**config.mk**
```make
export PLATFORM = sky130hd
export DESIGN_NAME = multicycle_controller
export DESIGN_NICKNAME = d
export VERILOG_FILES = /design/src/rtl/multicycle_controller.sv
export SDC_FILE = /design/constraint.sdc
export NUM_CORES = 1
export LEC_CHECK = 0
export ABC_AREA = 1
export CELL_PAD_IN_SITES_DETAIL_PLACEMENT = 1
export CELL_PAD_IN_SITES_GLOBAL_PLACEMENT = 2
export CORE_ASPECT_RATIO = 0.9
export CORE_MARGIN = 3
export CORE_UTILIZATION = 15
export CTS_BUF_LIST = sky130_fd_sc_hd__clkbuf_2 sky130_fd_sc_hd__clkbuf_4 sky130_fd_sc_hd__clkbuf_8
export DETAILED_ROUTE_END_ITERATION = 7
export GPL_TIMING_DRIVEN = 1
export PLACE_DENSITY = 0.75
export SETUP_SLACK_MARGIN = 0.5
export SLEW_MARGIN = 20
export SYNTH_ARGS = -nofsm -noshare
export SYNTH_HDL_FRONTEND = slang
export SYNTH_SLANG_ARGS = --single-unit
```
**constraint.sdc**
```tcl
create_clock -name clk -period 1.5 [get_ports clk]
set_clock_uncertainty 0.2 [all_clocks]
set_input_delay 0.15 -clock clk [delete_from_list [all_inputs] [get_ports clk]]
set_output_delay 0.15 -clock clk [all_outputs]
set_load 0.005 [all_outputs]
```
**src/rtl/multicycle_controller.sv**
```systemverilog
// Control FSM for a shared-memory, shared-ALU multi-cycle RV32I datapath.
// One instruction phase per state; outputs decode from state plus IR fields and ALU flags.
module multicycle_controller #(
  parameter int STATE_W = 4
) (
  input  logic               clk,
  input  logic               rst,
  input  logic [6:0]         opcode,
  input  logic [2:0]         func3,
  input  logic [6:0]         func7,
  input  logic               zero,
  input  logic               sign,
  output logic               PCWrite,
  output logic               AdrSrc,
  output logic               MemWrite,
  output logic               IRWrite,
  output logic [1:0]         ResultSrc,
  output logic [1:0]         ALUSrcA,
  output logic [1:0]         ALUSrcB,
  output logic [2:0]         ImmSrc,
  output logic [2:0]         ALUControl,
  output logic               RegWrite,
  output logic               instr_done,
  output logic [STATE_W-1:0] state
);

  // state    | meaning
  // FETCH    | read instruction at PC, PC <= PC+4
  // DECODE   | branch/jump target into ALUOut, dispatch on opcode
  // MEMADR   | effective address rs1+imm
  // MEMREAD  | load data from ALUOut address
  // MEMWB    | write load data to rd
  // MEMWRITE | store rs2 to ALUOut address
  // EXECR    | register-register ALU op
  // EXECI    | register-immediate ALU op
  // ALUWB    | write ALUOut to rd
  // BRANCH   | compare rs1-rs2, load PC from ALUOut if taken
  // JAL      | PC <= target, ALUOut <= oldPC+4
  // JALR1    | target rs1+imm into ALUOut
  // JALR2    | PC <= target, ALUOut <= oldPC+4
  // LUI      | pass U-immediate through ALU
  typedef enum logic [STATE_W-1:0] {
    S_FETCH, S_DECODE, S_MEMADR, S_MEMREAD, S_MEMWB, S_MEMWRITE, S_EXECR,
    S_EXECI, S_ALUWB, S_BRANCH, S_JAL, S_JALR1, S_JALR2, S_LUI
  } state_t;

  localparam logic [6:0] OP_LW   = 7'b0000011;
  localparam logic [6:0] OP_SW   = 7'b0100011;
  localparam logic [6:0] OP_R    = 7'b0110011;
  localparam logic [6:0] OP_I    = 7'b0010011;
  localparam logic [6:0] OP_BR   = 7'b1100011;
  localparam logic [6:0] OP_JAL  = 7'b1101111;
  localparam logic [6:0] OP_JALR = 7'b1100111;
  localparam logic [6:0] OP_LUI  = 7'b0110111;

  localparam logic [2:0] ALU_ADD  = 3'b000;
  localparam logic [2:0] ALU_SUB  = 3'b001;
  localparam logic [2:0] ALU_AND  = 3'b010;
  localparam logic [2:0] ALU_OR   = 3'b011;
  localparam logic [2:0] ALU_XOR  = 3'b100;
  localparam logic [2:0] ALU_SLT  = 3'b101;
  localparam logic [2:0] ALU_SLTU = 3'b110;
  localparam logic [2:0] ALU_PASS = 3'b111;

  localparam logic [2:0] IMM_I = 3'b000;
  localparam logic [2:0] IMM_S = 3'b001;
  localparam logic [2:0] IMM_B = 3'b010;
  localparam logic [2:0] IMM_J = 3'b011;
  localparam logic [2:0] IMM_U = 3'b100;

  state_t st;

  // Only func7[5] distinguishes ADD from SUB; the rest of the field is don't-care here.
  logic unused_func7;
  assign unused_func7 = ^{func7[6], func7[4:0]};

  function automatic logic [2:0] alu_dec(input logic [2:0] f3, input logic sub_en);
    case (f3)
      3'b000:  alu_dec = sub_en ? ALU_SUB : ALU_ADD;
      3'b111:  alu_dec = ALU_AND;
      3'b110:  alu_dec = ALU_OR;
      3'b100:  alu_dec = ALU_XOR;
      3'b010:  alu_dec = ALU_SLT;
      3'b011:  alu_dec = ALU_SLTU;
      default: alu_dec = ALU_ADD;
    endcase
  endfunction

  always_ff @(posedge clk or posedge rst) begin
    if (rst) begin
      st <= S_FETCH;
    end else begin
      case (st)
        S_FETCH:  st <= S_DECODE;
        S_DECODE: begin
          case (opcode)
            OP_LW, OP_SW: st <= S_MEMADR;
            OP_R:         st <= S_EXECR;
            OP_I:         st <= S_EXECI;
            OP_BR:        st <= S_BRANCH;
            OP_JAL:       st <= S_JAL;
            OP_JALR:      st <= S_JALR1;
            OP_LUI:       st <= S_LUI;
            default:      st <= S_FETCH;
          endcase
        end
        S_MEMADR:  st <= (opcode == OP_LW) ? S_MEMREAD : S_MEMWRITE;
        S_MEMREAD: st <= S_MEMWB;
        S_EXECR:   st <= S_ALUWB;
        S_EXECI:   st <= S_ALUWB;
        S_JAL:     st <= S_ALUWB;
        S_JALR1:   st <= S_JALR2;
        S_JALR2:   st <= S_ALUWB;
        S_LUI:     st <= S_ALUWB;
        default:   st <= S_FETCH;
      endcase
    end
  end

  assign state = st;

  always_comb begin
    PCWrite    = 1'b0;
    AdrSrc     = 1'b0;
    MemWrite   = 1'b0;
    IRWrite    = 1'b0;
    ResultSrc  = 2'b00;
    ALUSrcA    = 2'b00;
    ALUSrcB    = 2'b00;
    ImmSrc     = IMM_I;
    ALUControl = ALU_ADD;
    RegWrite   = 1'b0;
    instr_done = 1'b0;
    case (st)
      S_FETCH: begin
        IRWrite   = 1'b1;
        ALUSrcB   = 2'b10;
        ResultSrc = 2'b10;
        PCWrite   = 1'b1;
      end
      S_DECODE: begin
        ALUSrcA = 2'b01;
        ALUSrcB = 2'b01;
        ImmSrc  = (opcode == OP_JAL) ? IMM_J : IMM_B;
        case (opcode)
          OP_LW, OP_SW, OP_R, OP_I, OP_BR, OP_JAL, OP_JALR, OP_LUI: instr_done = 1'b0;
          default: instr_done = 1'b1;
        endcase
      end
      S_MEMADR: begin
        ALUSrcA = 2'b10;
        ALUSrcB = 2'b01;
        ImmSrc  = (opcode == OP_LW) ? IMM_I : IMM_S;
      end
      S_MEMREAD: AdrSrc = 1'b1;
      S_MEMWB: begin
        ResultSrc  = 2'b01;
        RegWrite   = 1'b1;
        instr_done = 1'b1;
      end
      S_MEMWRITE: begin
        AdrSrc     = 1'b1;
        MemWrite   = 1'b1;
        instr_done = 1'b1;
      end
      S_EXECR: begin
        ALUSrcA    = 2'b10;
        ALUControl = alu_dec(func3, func7[5]);
      end
      S_EXECI: begin
        ALUSrcA    = 2'b10;
        ALUSrcB    = 2'b01;
        ALUControl = alu_dec(func3, 1'b0);
      end
      S_ALUWB: begin
        RegWrite   = 1'b1;
        instr_done = 1'b1;
      end
      S_BRANCH: begin
        ALUSrcA    = 2'b10;
        ALUControl = ALU_SUB;
        instr_done = 1'b1;
        case (func3)
          3'b000:  PCWrite = zero;
          3'b001:  PCWrite = ~zero;
          3'b100:  PCWrite = sign;
          3'b101:  PCWrite = ~sign;
          default: PCWrite = 1'b0;
        endcase
      end
      S_JAL, S_JALR2: begin
        ALUSrcA = 2'b01;
        ALUSrcB = 2'b10;
        PCWrite = 1'b1;
      end
      S_JALR1: begin
        ALUSrcA = 2'b10;
        ALUSrcB = 2'b01;
      end
      S_LUI: begin
        ALUSrcB    = 2'b01;
        ImmSrc     = IMM_U;
        ALUControl = ALU_PASS;
      end
      default: ;
    endcase
    // Reset blocks every architectural write as soon as it is asserted.
    if (rst) begin
      PCWrite    = 1'b0;
      IRWrite    = 1'b0;
      MemWrite   = 1'b0;
      RegWrite   = 1'b0;
      instr_done = 1'b0;
    end
  end

endmodule
```
==> impl_metrics.py <==
metrics = {
    "final_layout": {
        "fin_nets": 260,
        "drive_gt1_share_pct": 68.9,
        "largest_reg_flops": 4,
        "final_cell_mix": "buf_6, nand2_1, buf_4, buf_2, clkdlybuf4s50_1",
        "final_common_cell": "buf_6",
        "fill_cells": 493,
        "antenna_cells": 0,
        "synthToLayoutAreaGrowth_pct": 209,
    },
    "timing": {
        "holdWs_ns": 0.330,
        "finalHoldViolCount": 0,
        "period_needed_ns": 1.80,
        "period_share_pct": 120,
        "drv_slew": 0,
        "finalSetupViolCount": 22,
        "fmax_mhz": 555,
        "setup_ws_ns": -0.302,
        "grt_setup_unrepaired": "true",
        "slew_headroom_pct": 75.0,
        "worst_pin_slew_ns": 0.373,
        "tns_ns": -4.85,
    },
    "cts": {
        "cts.sinks": 4,
        "cts_buffer_depth": 2,
        "cts_max_level": 1,
        "holdBufCountCts": 0,
        "clock_latency_ns": 0.24,
        "tritoncts": "done",
        "clock-root-buffer": "clkbuf_8",
        "numCtsBuffers": 3,
        "clkTransAtPathRegs_ns": 0.04,
    },
    "setup_path": {
        "critPathRequiredTime_ns": 1.15,
        "cp_top_family": "flip-flops",
        "reg2reg_to": "state[2]",
        "worst-path-buf-inv": 3,
        "critPathKind": "reg -> out",
        "r2r_cells": 10,
        "cp_max_fo": 4,
        "rrSetupSlack_ns": -0.14,
        "slowest_stage": "dfrtp_2",
        "rr_startpoint": "state[0]",
        "endpoint_kind": "output port",
        "slowest_delay_ns": 0.44,
        "arrival_ns": 1.45,
        "crit_path_cell_trace": "buf_6, buf_6, nor3_4, nor2_2, a21oi_1, buf_2",
        "crit_cells": 6,
        "crit_top_cell": "buf_6",
        "start_kind": "flip-flop",
    },
    "synth": {
        "synth.avg_cell_area_um2": 5.01,
        "yosys.cell_types.count": 19,
        "synth_top_cell_by_area": "nand2_1",
        "synth_seq_cells": 4,
        "synthCells": 129,
        "yosys_warnings": 0,
        "synth_area_um2": 647,
        "syn_nets": 150,
        "synth_top_area_share_pct": 26.7,
        "seq_area_frac_synth_pct": 15.5,
        "synthTopCellsByArea": "nand2_1, dfrtp_1, nor2_1, inv_1, nand3_1",
    },
    "floorplan": {
        "rows": 22,
        "die_y_um": 68.3,
        "io_pins": 43,
        "fp.dieW_um": 75.2,
        "core-area_mm2": 0.00413,
        "start_util_pct": 15.7,
        "die_area_mm2": 0.00514,
    },
    "place": {
        "dp_worst_setup_slack_ns": -0.650,
        "port_buffers": 36,
        "place_congestion": 0.794,
        "hpwl_um": 2660,
    },
    "detailed_routing": {
        "ant_nets": 0,
        "drc": 0,
        "vias_per_cell": 4.40,
        "vias": 1259,
        "wl_per_cell_um": 15.4,
        "detailedRoute.firstIterationViolations": 27,
        "wirelength_um": 4390,
        "first_pass_iters": 4,
    },
    "status": {
        "status": "complete, but fails checks",
        "violations": "negative setup slack",
    },
    "grt": {
        "antenna_found_initial": 0,
        "grt_pass1_vias": 1422,
        "grt_max_degree": 6,
        "gr-usage-all-layers_pct": 18.0,
        "grt_overflow": 0,
        "grt_pass1_wl_um": 6950,
    },
    "power_and_ir_drop": {
        "p_per_area_mw_per_mm2": 987,
        "total_power_mw": 1.97,
        "ir_drop_uv": 320,
        "p_leak_nw": 1.04,
    },
    "min_path": {
        "hold_class": "in -> async",
    },
    "job": {
        "cap_violations": 0,
    },
}
-- cell families (layout without fill, tap and decap cells) --
logic type	count (synthesis)	count (layout)	synth area share, %
flops	4	4	15.5
compound gates	17	17	14.1
simple gates	85	85	56.9
buf+inv	23	132	13.5
-- where the power goes --
| group | switching, mW | internal, mW | leakage [nW] |
|---|---|---|---|
| sequential | 0.0469 | 0.131 | 0.0473 |
| combinational | 0.652 | 0.858 | 0.968 |
| clock | 0.0825 | 0.202 | 0.0262 |
| total | 0.782 | 1.19 | 1.04 |
-- metal layers --
metal	track usage (%)	share of wire, %	wire (um)	vias up
met2	35.0	57	2500	21
met5	0	0	0	-
met3	1.91	2.5	108	6
li1	-	-	-	627
met4	6.99	1.4	60	0
met1	19.8	39	1720	605
-- metrics by stage --
stage          instances  instance area [um2]  util (%)
2_1_floorplan        129                  684         -
3_3_place_gp         250                 1380      33.4
3_5_place_dp         250                 1380      33.4
4_1_cts              276                 1810      43.9
5_1_grt              286                 2000      48.4
6_report             286                 2000      48.4
-- worst max-delay path by stage --
stage | from | end | slack [ns]
2_1_floorplan | state[3] | instr_done | 0.13
3_3_place_gp | opcode[3] | instr_done | -0.61
3_5_place_dp | opcode[4] | instr_done | -0.65
4_1_cts | state[1] | PCWrite | -0.33
5_1_grt | opcode[5] | instr_done | -0.40
6_report | state[3] | PCWrite | -0.30
-- cell type report --
class                           instances  area (um2)  area share, %
Clock buffer                            4        48.8           2.44
Inverter                               22        98.8           4.95
Multi-Input combinational cell        102         716           35.8
Sequential cell                         4         105           5.26
Tap cell                               48        60.1           3.01
Timing Repair Buffer                  106         970           48.5
-- what timing repair did --
| item | CTS | global route |
|---|---|---|
| buffers inserted | 22 | 10 |
| resized for setup | 178 | 34 |
| pin swaps | 29 | 18 |
| setup endpoints to repair | 26 | 26 |
-- cell usage after synthesis --
cell type / instances
nand2_1: 46
nor2_1: 20
inv_1: 16
nand3_1: 10
o21ai_0: 7
o21ai_1: 6
inv_2: 5
dfrtp_1: 4
nor2_2: 3
a21oi_1: 2
nor4_1: 2
a22oi_1: 1
buf_2: 1
clkinv_1: 1
nand2_4: 1
nand4_1: 1
nor2_4: 1
nor3_2: 1
o221ai_1: 1
-- worst register-to-register path, cell delays in order, from the launching register on --
cell,delay [ns]
dfrtp_2,0.46
buf_6,0.15
buf_6,0.11
nand2_4,0.09
inv_4,0.04
buf_6,0.11
nand2_4,0.05
buf_6,0.09
buf_6,0.08
buf_6,0.08
nand3_2,0.06
Note: power is estimated with default switching activity, not from simulation.
